### config.mk
export PLATFORM = sky130hd
export DESIGN_NAME = btn_debounce_press
export DESIGN_NICKNAME = d
export VERILOG_FILES = /design/src/rtl/btn_debounce_press.sv
export SDC_FILE = /design/constraint.sdc
export NUM_CORES = 1
export LEC_CHECK = 0
export CAP_MARGIN = 20
export CORE_UTILIZATION = 65
export CTS_BUF_LIST = sky130_fd_sc_hd__clkbuf_4 sky130_fd_sc_hd__clkbuf_8
export CTS_CLUSTER_SIZE = 25
export DETAILED_ROUTE_END_ITERATION = 10
export PLACE_DENSITY = 0.91
export SLEW_MARGIN = 20
export SYNTH_ARGS = -nofsm -noshare
export SYNTH_HDL_FRONTEND = slang
export SYNTH_SLANG_ARGS = --single-unit
### constraint.sdc
create_clock -name clk -period 4.5 [get_ports clk]
set_input_delay 0.45 -clock clk [delete_from_list [all_inputs] [get_ports clk]]
set_output_delay 0.45 -clock clk [all_outputs]
set_load 0.1 [all_outputs]
### src/rtl/btn_debounce_press.sv
// Push-button conditioner: 2-flop sync, polarity fix, debounce, press classifier.
// Latency: level/press/release DEBOUNCE_CYCLES+1 edges after sync1 sees a steady value; no backpressure.
module btn_debounce_press #(
  parameter int unsigned DEBOUNCE_CYCLES = 1_000_000,
  parameter int unsigned LONG_CYCLES     = 100_000_000,
  parameter bit          BTN_ACTIVE_LOW  = 1'b1
) (
  input  logic clk,
  input  logic rst,
  input  logic btn_in,
  output logic btn_level,
  output logic btn_press,
  output logic btn_release,
  output logic short_click,
  output logic long_press
);

  localparam int DB_W   = $clog2(DEBOUNCE_CYCLES);
  localparam int HOLD_W = $clog2(LONG_CYCLES + 1);
  localparam logic [DB_W-1:0]   DB_LAST   = DB_W'(DEBOUNCE_CYCLES - 1);
  localparam logic [DB_W-1:0]   DB_ONE    = DB_W'(1);
  localparam logic [HOLD_W-1:0] HOLD_LAST = HOLD_W'(LONG_CYCLES - 1);
  localparam logic [HOLD_W-1:0] HOLD_ONE  = HOLD_W'(1);
  localparam logic              RELEASED  = BTN_ACTIVE_LOW;

  typedef enum logic [1:0] {IDLE, PRESSED, LONG_HELD} state_t;

  logic              sync1, sync2;
  logic              p_sync;
  logic [DB_W-1:0]   db_cnt, db_cnt_nxt;
  logic              db_flip, level_rise, level_fall;
  state_t            state, state_nxt;
  logic [HOLD_W-1:0] hold_cnt, hold_nxt;
  logic              press_nxt, release_nxt, short_nxt, long_nxt;

  // Reset loads the released value so leaving reset never looks like a press.
  always_ff @(posedge clk) begin
    if (rst) begin
      sync1 <= RELEASED;
      sync2 <= RELEASED;
    end else begin
      sync1 <= btn_in;
      sync2 <= sync1;
    end
  end

  assign p_sync     = sync2 ^ BTN_ACTIVE_LOW;
  assign db_flip    = (p_sync != btn_level) && (db_cnt == DB_LAST);
  assign level_rise = db_flip & ~btn_level;
  assign level_fall = db_flip &  btn_level;

  always_comb begin
    db_cnt_nxt = '0;
    if (p_sync != btn_level && !db_flip)
      db_cnt_nxt = db_cnt + DB_ONE;
  end

  always_ff @(posedge clk) begin
    if (rst) begin
      db_cnt    <= '0;
      btn_level <= 1'b0;
    end else begin
      db_cnt    <= db_cnt_nxt;
      btn_level <= btn_level ^ db_flip;
    end
  end

  // Classifier reacts to the flip decision so pulses land on the same edge as the level change.
  always_comb begin
    state_nxt   = state;
    hold_nxt    = hold_cnt;
    press_nxt   = 1'b0;
    release_nxt = 1'b0;
    short_nxt   = 1'b0;
    long_nxt    = 1'b0;
    case (state)
      IDLE: begin
        if (level_rise) begin
          press_nxt = 1'b1;
          hold_nxt  = '0;
          state_nxt = PRESSED;
        end
      end
      PRESSED: begin
        hold_nxt = hold_cnt + HOLD_ONE;
        if (level_fall) begin
          release_nxt = 1'b1;
          short_nxt   = 1'b1;
          state_nxt   = IDLE;
        end else if (hold_cnt == HOLD_LAST) begin
          long_nxt  = 1'b1;
          state_nxt = LONG_HELD;
        end
      end
      LONG_HELD: begin
        if (level_fall) begin
          release_nxt = 1'b1;
          state_nxt   = IDLE;
        end
      end
      default: state_nxt = IDLE;
    endcase
  end

  always_ff @(posedge clk) begin
    if (rst) begin
      state       <= IDLE;
      hold_cnt    <= '0;
      btn_press   <= 1'b0;
      btn_release <= 1'b0;
      short_click <= 1'b0;
      long_press  <= 1'b0;
    end else begin
      state       <= state_nxt;
      hold_cnt    <= hold_nxt;
      btn_press   <= press_nxt;
      btn_release <= release_nxt;
      short_click <= short_nxt;
      long_press  <= long_nxt;
    end
  end

endmodule

Yosys cells after proc, flatten, opt, wreduce, memory -nomap -nowiden
Index checks and enable logic that the tools add are counted.
{"block": "word_totals", "reg_bits": 56, "inputBits": 3, "output_inout_bits": 5, "elab_cells": 52}
{"block": "op_classes", "n_addsub": 2, "eq_ne": 8, "n_mux": 10, "bitwise": 9, "reduce_logical": 13}
{"op": "$pmux W27 S2", "count": 1}
{"op": "$add A27 B1 Y27 const B", "count": 1}
{"op": "$eq A27 B27 Y1 const B", "count": 1}
{"op": "$mux W27", "count": 1}
{"op": "$add A20 B1 Y20 const B", "count": 1}
{"op": "$eq A20 B20 Y1 const B", "count": 1}
{"op": "$reduce_or A2 Y1", "count": 5}
{"op": "$mux W2", "count": 4}
{"op": "$not A1 Y1", "count": 6}
{"op": "$pmux W2 S3", "count": 1}
{"op": "$ne A2 B2 Y1 const B", "count": 2}
{"op": "$mux W1", "count": 3}
{"op": "$ne A3 B3 Y1 const B", "count": 1}
{"op": "$reduce_and A3 Y1", "count": 1}
{"op": "$reduce_or A3 Y1", "count": 1}
{"op": "$and A1 B1 Y1", "count": 2}
{"op": "$eq A2 B1 Y1 const B", "count": 1}
{"op": "$eq A2 B2 Y1 const B", "count": 1}
{"op": "$logic_and A1 B1 Y1", "count": 2}
{"op": "$logic_not A2 Y1", "count": 1}
{"op": "$reduce_and A2 Y1", "count": 1}
{"op": "$reduce_bool A2 Y1", "count": 1}
{"op": "$logic_not A1 Y1", "count": 1}
{"op": "$ne A1 B1 Y1", "count": 1}
{"op": "$xor A1 B1 Y1", "count": 1}

Depth between registers and ports, before layout
Gate-level depths: netlist of run 1.
{"block": "depth", "word_depth": 7, "mapped_depth": 11, "ltp_nobuf": 11}

Worst setup path before layout of run 1
Ideal clock, no wire load.
{"block": "synth_path", "kind": "register -> register", "startpoint": "register btn_level", "endpoint": "register hold_cnt[10]", "setup_ns": 0.128, "arrival_ns": 2.623, "required_time_ns": 4.372, "slack_ns": 1.750, "stages_incl_launch_ff": 9, "path_buffers": 0, "period_less_slack_ns": 2.750, "cell_sequence": "dfxtp_1 xor2_1 nor2_1 ha_1 mux2i_1 nor3_2 and3_1 xnor2_1 nor2_1"}
{"block": "synth_between", "elab_chain_len": 5, "word_cells_on_any_way": 6, "cone_classes": "eq/ne (2); bitwise (2); reduce/logical (2)"}
{"element": "start, declared", "line": "11", "text": "output logic btn_level,"}
{"element": "start signal, assigned", "line": "64", "text": "btn_level <= btn_level ^ db_flip;"}
{"element": "$ne A1 B1 Y1", "line": "48", "text": "assign db_flip = (p_sync != btn_level) && (db_cnt == DB_LAST);"}
{"element": "$logic_and A1 B1 Y1", "line": "48"}
{"element": "$and A1 B1 Y1 (*)", "line": "49", "text": "assign level_rise = db_flip & ~btn_level;"}
{"element": "via level_rise", "line": "31", "text": "logic db_flip, level_rise, level_fall;"}
{"element": "$ne A2 B2 Y1 (no line) (*)"}
{"element": "$reduce_and A2 Y1 (no line) (*)"}
{"element": "end signal, assigned", "line": "115", "text": "hold_cnt <= hold_nxt;"}
{"element": "end, declared", "line": "33", "text": "logic [HOLD_W-1:0] hold_cnt, hold_nxt;"}
Mark *: on every way through the listed nets, which the timed path passes. The rest lies on a longest branch.
A chain may end at the register's enable or synchronous reset.

Final worst setup path of run 1
{"block": "layout_path", "startpoint": "register db_cnt[0]", "endpoint": "register hold_cnt[10]"}
{"block": "layout_between", "elab_chain_len": 5}
{"element": "start, declared", "line": "30", "text": "logic [DB_W-1:0] db_cnt, db_cnt_nxt;"}
{"element": "start signal, assigned", "line": "63", "text": "db_cnt <= db_cnt_nxt;"}
{"element": "$eq A20 B20 Y1", "line": "48"}
{"element": "$logic_and A1 B1 Y1", "line": "48"}
{"element": "$and A1 B1 Y1", "line": "49"}
{"element": "via level_rise", "line": "31"}
{"element": "$ne A2 B2 Y1 (no line)"}
{"element": "$reduce_and A2 Y1 (no line)"}
The timed path passes the listed nets, and every way through them passes these cells.

==> results of run 1 <==
[state kept, by name, indices dropped and copies added (netlist names)]
signal / count
db_cnt: 20
short_click: 1
sync1: 1
btn_release: 1
state: 2
btn_press: 1
btn_level: 1
sync2: 1
hold_cnt: 27
long_press: 1
[worst min path at each step]
stage | from | endpoint | slack, ns
after floorplan | sync1 | sync2 | 0.39
after global placement | sync1 | sync2 | 0.40
after detailed placement | sync1 | sync2 | 0.43
after CTS | sync1 | sync2 | 0.46
after global routing | sync1 | sync2 | 0.46
final | sync1 | sync2 | 0.45
[cell usage after synthesis]
cell type  count
nor3_2         1
nor2_1        59
dfxtp_1       56
nand2b_1       3
nand4_4        1
o21ai_1        2
xnor2_1       18
inv_2          1
nand4b_1       3
and3_1         7
nor4b_1        5
mux2i_1        3
nand3_1       18
nor3_1         4
nand4_1       12
and4_1         1
nor4_4         2
nor4_1         5
a21boi_1       1
xor2_1        24
nand2_1       16
or3_4          1
or3_1          1
a211oi_2       1
a21oi_1        3
or4b_1         1
ha_1           7
o21bai_1       1
a22oi_1        1
clkbuf_1       5
nor3b_1        3
inv_1          8
a32oi_1        1
or2_2          2
[routing by layer]
layer,track usage,part of all wire
met1,0.258,0.46
met2,0.448,0.50
met3,0.0625,0.030
met4,0.108,0.016
met5,0,0
[worst max-delay path: stages, from the launching register on]
cell and delay (ns):
dfxtp_1 0.40, ha_1 0.23, nand4_1 0.22, nor2_1 0.27, nand4_1 0.16, nor2_1 0.21
ha_1 0.23, mux2i_1 0.27, nor3_2 0.55, and3_1 0.27, xnor2_1 0.12, nor2_1 0.05
[metrics by stage]
stage               instances  utilization  hold slack (ns)  instance area (µm²)
floorplan                 277            -            0.389                 2500
global placement          328        0.711            0.405                 2620
detailed placement        328        0.711            0.430                 2620
CTS                       336        0.736            0.461                 2720
global route              336        0.736            0.464                 2720
finish                    336        0.736            0.451                 2720
[final cells by class]
type                       count  area (µm²)  area share
clock buffer                   6        76.3      0.0281
clock inverter                 2        16.3     0.00599
inverter                       9        33.8      0.0124
multi-input combinational    207        1330       0.490
sequential                    56        1120       0.413
tap                           48        60.1      0.0221
timing repair buffer           8        77.6      0.0286
[power by group through the flow]
stage | Clock (µW) | Combinational, µW | Sequential, µW
final | 277 | 26.2 | 499
after floorplan | 0 | 18.8 | 510
after CTS | 282 | 26.1 | 499
after global placement | 0 | 25.2 | 510
after detailed placement | 0 | 25.8 | 511
after global routing | 305 | 28.9 | 500
[logic make-up (layout without fill, tap and decap cells)]
| family | Yosys count | after routing | share of synthesized area |
|---|---|---|---|
| adders and majority gates | 7 | 7 | 0.0350 |
| AOI/OAI and AO/OA | 10 | 10 | 0.0275 |
| xor gates and xnor gates | 42 | 42 | 0.147 |
| muxes | 3 | 3 | 0.0120 |
| and+or+nand+nor | 145 | 145 | 0.310 |
| DFF | 56 | 56 | 0.448 |
| buffers and inverters | 14 | 25 | 0.0210 |
[placed cells by master (no fill, tap or decap), types with 2 or more instances in the layout]
cell,synthesis,layout
nor4_1,5,5
nor3_1,4,4
inv_1,8,8
clkbuf_8,0,5
xor2_1,24,24
xnor2_1,18,18
ha_1,7,7
a21oi_1,3,3
nand4b_1,3,3
o21ai_1,2,2
or2_2,2,2
nor2_1,59,59
nand4_1,12,12
clkdlybuf4s50_1,0,7
nor3b_1,3,3
nand2_1,16,16
nor4_4,2,2
and3_1,7,7
dfxtp_1,56,56
nand3_1,18,18
mux2i_1,3,3
nor4b_1,5,5
nand2b_1,3,3
==> qor.csv, run 1 <==
metric;value;unit
GP Congestion;0.771;
Sw Pwr;178;µW
synthesized net count;287;
critical path class;reg -> reg;
register bit total from synthesis;56;
worst hold path depth;1;
CP max FO;10;
max frequency;325;MHz
GRT Total Usage;0.244;
clock slew at reported path FFs;0.11;ns
Netlist cell types;34;
number of global-route vias before repair;1868;
Slew Limit Fails;0;
relative slew slack;0.356;
PwrDens;295;nW/µm²
DR pass1 iterations;4;
Initial Util;0.679;
clock share of power;0.345;
leakage dissipation;0.000932;µW
Crit. Startpoint;db_cnt[0];
Overflow after GRT;0;
R2R cell count;11;
Final period util;0.683;
Crit Reg-Reg Endpoint;hold_cnt[10];
Worst-Skew Late Latency;0.32;ns
Area Growth Syn to Fin;8.45;%
DIE AREA;4100;µm²
sinks on the clock net;56;
Die Span X;64.1;µm
Required @ worst endpoint;4.72;ns
clock buffer depth;2;
# Post-CTS Setup Buffers;0;
worst hold path class;reg -> reg;
Fin. Hold Viols;0;
setup TNS;0;ns
crit path DAT;3.29;ns
Mean Syn Cell Area;9.04;µm²
Via density;5.61;
WL/cell;13.5;µm
Ys Warns;0;
sequential power share;0.622;
hold buffer count at cts;0;
unrepaired setup endpoints after global routing;false;
top cells by area, synth;dfxtp_1 45%, nor2_1 8.8%, xor2_1 8.4%;
Combinational Power Share;0.033;
I/O Pins;8;
Core ar.;3690;µm²
final wirelength;4530;µm
initial DRC count;119;
Setup crit end;hold_cnt[10];
via count;1886;
Power Total;802;µW
flop2flop setup slack;1.43;ns
Antenna Cells;0;
Layout Nets;297;
first-pass GRT wire length;7740;µm
largest net degree at the start of global routing;25;
sequential area share after synthesis;0.448;
initial antenna violation count;0;
Root Driver;clkbuf_8;
endpoints failing setup;0;
Max Cap Viol;0;
mapped cell area;2500;µm²
Fillers;262;
post-cts sizing count;0;
switching share of power;0.222;
Critical Path End Type;flop;
I/O Buffers;7;
measured slew at the worst slew-check pin;0.962;ns
setup ws final;1.43;ns
post-route ant nets;0;
share of post-route cells with drive strength above 1;0.0625;
CTS H-Tree Depth;2;
CP Launch Type;flop;
number of buffers created by CTS;5;
std cell rows;22;
DPL Wire Length;3070;µm
status;completed;
FF-to-FF Start;db_cnt[0];
post-synth top area share;0.448;
cell count after synthesis;277;
pre-CTS setup slack;1.50;ns
residual DRC count;0;
skew final;0.0190;ns
Int Power;624;µW
Final Critical Period;3.07;ns
Die H;64.1;µm
CTS tree;done;
post-synth top area cell;dfxtp_1;
Peak VDD IR;0.147;mV
(Power assumes the default switching activity.)
==> run 2, diff against run 1 <==
--- a/config.mk
+++ b/config.mk
@@ -6,11 +6,11 @@
 export NUM_CORES = 1
 export LEC_CHECK = 0
 export CAP_MARGIN = 20
-export CORE_UTILIZATION = 65
+export CORE_UTILIZATION = 63
 export CTS_BUF_LIST = sky130_fd_sc_hd__clkbuf_4 sky130_fd_sc_hd__clkbuf_8
 export CTS_CLUSTER_SIZE = 25
 export DETAILED_ROUTE_END_ITERATION = 10
-export PLACE_DENSITY = 0.91
+export PLACE_DENSITY = 0.88
 export SLEW_MARGIN = 20
 export SYNTH_ARGS = -nofsm -noshare
 export SYNTH_HDL_FRONTEND = slang
==> constraint.sdc (replaced) <==
create_clock -name clk -period 2.9 [get_ports clk]
set_input_delay 0.29 -clock clk [delete_from_list [all_inputs] [get_ports clk]]
set_output_delay 0.29 -clock clk [all_outputs]
set_load 0.1 [all_outputs]
==> run 2 against run 1 <==
Net effect: critical path depth rose by 1; clock skew shrank 0.0054 ns; final cell count increased by 1.8%; sequential cell count did not move; critical path type unchanged; clock power is 88% higher; sequential share of layout area shrank 0.86 points; highest routed layer unchanged.
==> qor.csv, run 2 (synthesis results as in run 1) <==
metric;value;unit;change
status;completed;;
hold buffer count at cts;0;;unchanged
critical path class;reg -> reg;;
clock slew at reported path FFs;0.10;ns;about the same
crit path DAT;2.90;ns;-0.39 ns
Via density;5.64;;+0.49%
Hold Crit Start;sync1;;
commonest cells after routing, fill and taps aside;58 x nor2_1, 56 x dfxtp_1, 24 x xor2_1;;
layer with the highest usage;met2;;
CTS tree;done;;
Final Critical Period;2.70;ns;-0.379 ns
Slew Limit Fails;0;;unchanged
Biggest register;hold_cnt;;
skew final;0.0136;ns;-0.00542 ns
std cell rows;22;;unchanged
worst hold path depth;1;;unchanged
Power Total;1340;µW;+66%
WL/cell;13.0;µm;-3.2%
Crit Reg-Reg Endpoint;hold_cnt[25];;
final wirelength;4460;µm;-1.5%
Overflow after GRT;0;;unchanged
Initial Util;0.669;;-0.00998
Fin. Hold Viols;0;;unchanged
DR pass1 iterations;4;;unchanged
CTS H-Tree Depth;2;;unchanged
CP max stage cell;dfxtp_1;;
DIE AREA;4230;µm²;+3.1%
Hold WS;0.447;ns;-0.00480 ns
initial DRC count;201;;+69%
Final period util;0.930;;+0.246
final core occ;0.741;;+0.00455
fin cells;342;;+1.8%
CP Launch Type;flop;;
max reg flops;27;;unchanged
Hold Path End;sync2;;
Worst-Skew Late Latency;0.32;ns;about the same
Core ar.;3740;µm²;+1.5%
most common cell after layout, fill and taps aside;nor2_1;;
Critical Path End Type;flop;;
GP Congestion;0.773;;+0.30%
met3 GRT Util;0.0651;;+0.00264
Peak VDD IR;0.498;mV;+240%
max frequency;371;MHz;+14%
post-route ant nets;0;;unchanged
met1 Usage GRT;0.302;;+0.0439
Die Span X;65.0;µm;+1.5%
PwrDens;482;nW/µm²;+63%
sinks on the clock net;56;;unchanged
largest net degree at the start of global routing;25;;unchanged
leakage dissipation;0.000987;µW;+5.9%
Root Driver;clkbuf_8;;
R2R cell count;12;;+1
first-pass GRT wire length;7730;µm;about the same
FF-to-FF Start;db_cnt[0];;
CP max FO;9;;-1
I/O Buffers;7;;unchanged
number of buffers created by CTS;5;;unchanged
endpoints failing setup;0;;unchanged
Crit. Startpoint;db_cnt[0];;
Area Growth Syn to Fin;10.7;%;
number of global-route vias before repair;1782;;-4.6%
Largest regs;hold_cnt (27), db_cnt (20), state (2);;
GRT Total Usage;0.234;;-0.00980
measured slew at the worst slew-check pin;0.617;ns;-0.346 ns
clock buffer depth;2;;unchanged
via count;1929;;+2.3%
DPL Wire Length;2970;µm;-3.1%
Antenna Cells;0;;unchanged
Die H;65.0;µm;+1.5%
flop2flop setup slack;0.20;ns;-1.22 ns
Layout Nets;303;;+2.0%
Max Cap Viol;0;;unchanged
GR Layer Usage met2;0.382;;-0.0666
CP cell instances;ha_1 -> nand4_1 -> nor2_2 -> nand4_1 -> nor2_1 -> ha_1 -> mux2i_1 -> nor4_4 -> buf_4 -> nand4b_1 -> xnor2_1 -> nor2_1;;
relative slew slack;0.588;;+0.232
share of post-route cells with drive strength above 1;0.102;;+0.0395
Required @ worst endpoint;3.11;ns;-1.61 ns
I/O Pins;8;;unchanged
post-placement cell count;331;;+0.91%
initial antenna violation count;0;;unchanged
CP max stage delay;0.38;ns;-0.17 ns
worst hold path class;reg -> reg;;
residual DRC count;0;;unchanged
Fillers;265;;+1.1%
==> run 2: changes by cell type in the layout (fill, tap and decap cells not counted), sizes merged <==
cell | previous run | this run
bufinv | 0 | 1
clkinvlp | 1 | 0
clkdlybuf4s50 | 7 | 2
inv | 9 | 10
buf | 1 | 12
clkinv | 1 | 0
==> run 2: area by class of cell <==
cell class | instances | area [µm²] | share of cell area
multi-input combinational | 207 | 1330 | 0.481
sequential | 56 | 1120 | 0.404
timing repair buffer | 14 | 110 | 0.0397
clock buffer | 6 | 76.3 | 0.0275
tap | 48 | 60.1 | 0.0217
clock inverter | 2 | 38.8 | 0.0140
inverter | 9 | 33.8 | 0.0122
==> run 2: what timing repair did <==
action	in CTS	in global routing
setup buffers	0	3
setup endpoints to repair	0	19
resized for setup	0	1
==> run 2: report_power, final <==
part | internal [µW] | switching, µW | total, µW
clock network | 270 | 250 | 520
logic | 14.5 | 25.9 | 40.4
registers | 772 | 2.62 | 775
==> run 2: routing by layer <==
metal / up-vias / share of wire / wire, µm
met3: 8 / 0.045 / 200
met5: - / 0 / 0
met2: 42 / 0.47 / 2100
met4: 0 / 0.013 / 57
met1: 903 / 0.47 / 2100
li1: 976 / - / -
==> run 2: worst max-delay path by stage <==
stage,endpoint,cells after the start
global route,hold_cnt[16],13
finish,hold_cnt[25],12
CTS,hold_cnt[25],11
global placement,hold_cnt[25],11
floorplan,hold_cnt[10],8
detailed placement,hold_cnt[25],11
==> run 2: worst max-delay path, delay by kind of cell (launching register included) <==
| family | cells | cell delay, ns |
|---|---|---|
| buffers and inverters | 1 | 0.21 |
| adder cells (fa/ha/maj) | 2 | 0.44 |
| AND/OR/NAND/NOR | 7 | 1.19 |
| XOR/XNOR | 1 | 0.17 |
| multiplexers | 1 | 0.19 |
| flip-flops | 1 | 0.38 |
==> run 2: stage by stage <==
stage | setup WS [ns] | instance area [µm²] | TNS (ns)
3_5_place_dp | 0.177 | 2630 | 0
6_report | 0.204 | 2770 | 0
2_1_floorplan | 0.150 | 2500 | 0
4_1_cts | 0.143 | 2750 | 0
3_3_place_gp | 0.229 | 2630 | 0
5_1_grt | -0.0285 | 2770 | -0.0892
==> RTL edit, RTL diff (flow settings as in run 2) <==
Set the parameter `DEBOUNCE_CYCLES` to 500_000 (it was 1_000_000).
--- a/src/rtl/btn_debounce_press.sv
+++ b/src/rtl/btn_debounce_press.sv
@@ -1,7 +1,7 @@
 // Push-button conditioner: 2-flop sync, polarity fix, debounce, press classifier.
 // Latency: level/press/release DEBOUNCE_CYCLES+1 edges after sync1 sees a steady value; no backpressure.
 module btn_debounce_press #(
-  parameter int unsigned DEBOUNCE_CYCLES = 1_000_000,
+  parameter int unsigned DEBOUNCE_CYCLES = 500_000,
   parameter int unsigned LONG_CYCLES     = 100_000_000,
   parameter bit          BTN_ACTIVE_LOW  = 1'b1
 ) (
Behaviour: no difference found for any inputs over 10 cycles, from zero or initial values and one cycle with rst high; that may be too few to reach the edited logic, so the function may still have changed.
==> RTL edit against run 2 <==
Design area fell by 2.8%. Utilization fell by 1.6 points. Routed wire length is 4.5% lower. Die area decreased by 0.63%. Hold slack worse by 31 ps. Total power fell by 5.8%. Synthesized area down 0.65%. Setup slack better by 140 ps. First-iteration DRC count decreased by 43%. Critical path depth shrank 2. Sequential cell count fell by 1. Combinational power is essentially flat. Sequential share of layout area up 0.44 points. Critical path type unchanged. Highest routed layer unchanged.
==> RTL edit: results <==
group,metric,value,unit
placement,hpwl,3097,um
setup_path,critPathSlowestCell,"nor4_4",
setup_path,max_stage_delay,480,ps
status,status,"finished, final reports clean",
yosys,ys_seq_area_share,44.27,%
setup_path,r2r_cells,10,
cells_and_area,drive_gt1_share,9.894,%
detailed_routing,wl_met1,1977,um
placement,place_ws,318.8,ps
yosys,synth_compound_area_share,1.861,%
yosys,synthTopCellsByArea,"dfxtp_1, xor2_1, nor2_1, xnor2_1, ha_1",
yosys,synthXorXnorAreaFrac,14.79,%
placement,port_buffers,7,
power_and_ir_drop,p_int,1001,uW
detailed_routing,wl_met3,120,um
detailed_routing,dr.first_iter.drc_count,115,
detailed_routing,routed_wl,4256,um
yosys,synth_common_cells,"dfxtp_1, nor2_1, xor2_1, xnor2_1, nand2_1",
clock_tree,numCtsBuffers,5,
detailed_routing,met2WireLength,2135,um
yosys,synth_cell_types,39,
yosys,muxShareOfSynthArea,1.358,%
power_and_ir_drop,powerComb,40.3,uW
yosys,syn_nets,282,
cells_and_area,nFillCells,275,
global_routing,grt_pass1_vias,1785,
global_routing,grt_usage,23.53,%
power_and_ir_drop,leakage,0.0009582,uW
detailed_routing,num_vias,1835,
timing,finClkSkew,9.389,ps
timing,slew_headroom,49.92,%
power_and_ir_drop,p_clk,458,uW
global_routing,grt_pass1_wl,7610,um
power_and_ir_drop,worst_ir_drop_vdd,0.3875,mV
clock_tree,insertion_delay,310,ps
yosys,synthAdderAreaFrac,3.521,%
## RTL edit: changes by cell type in the layout (fill, tap and decap cells not counted), sizes merged, moves of 3 or more
cell    change
buf         -5
and4        +3
nor4        -3
nand4b      -3
inv         -3
nor2        -3
nor2b       +3
## RTL edit: path summary, 6_finish.rpt
kind | start | endpoint | slack, ps
worst max register to register | db_cnt[0] | hold_cnt[23] | 340
worst min register to register | sync1 | sync2 | 420
worst max-delay path | db_cnt[0] | hold_cnt[23] | 340
worst min-delay path | sync1 | sync2 | 420
## RTL edit: worst max-delay path: cells and delay by family (launching register included)
kind / cells / cell delay [ps]
AND/OR/NAND/NOR: 6 / 1370
flip-flops: 1 / 390
multiplexers: 1 / 110
XOR/XNOR: 1 / 150
adder cells (fa/ha/maj): 2 / 430
## RTL edit: final cells by class
class	count	area share, %
Multi-Input combinational cell	204	49.37
Sequential cell	55	40.87
Clock buffer	8	3.855
Timing Repair Buffer	9	2.694
Tap cell	48	2.229
Inverter	7	0.9754
## RTL edit: metal layers
| metal | track usage (%) | up-vias |
|---|---|---|
| met5 | 0 | - |
| met4 | 7.500 | 0 |
| met3 | 6.866 | 2 |
| met2 | 39.97 | 24 |
| met1 | 28.27 | 871 |
| li1 | - | 938 |
## RTL edit: metrics by stage
step	hold WS, ps	utilization, %	instance area, um^2	cells	total power (uW)
global placement	392.1	69.70	2590	323	817.5
CTS	416.3	72.49	2694	331	1268
finish	415.8	72.49	2694	331	1258
global route	440.1	72.49	2694	331	1313
floorplan	389.5	-	2487	272	807.6
detailed placement	395.0	69.70	2590	323	818.8
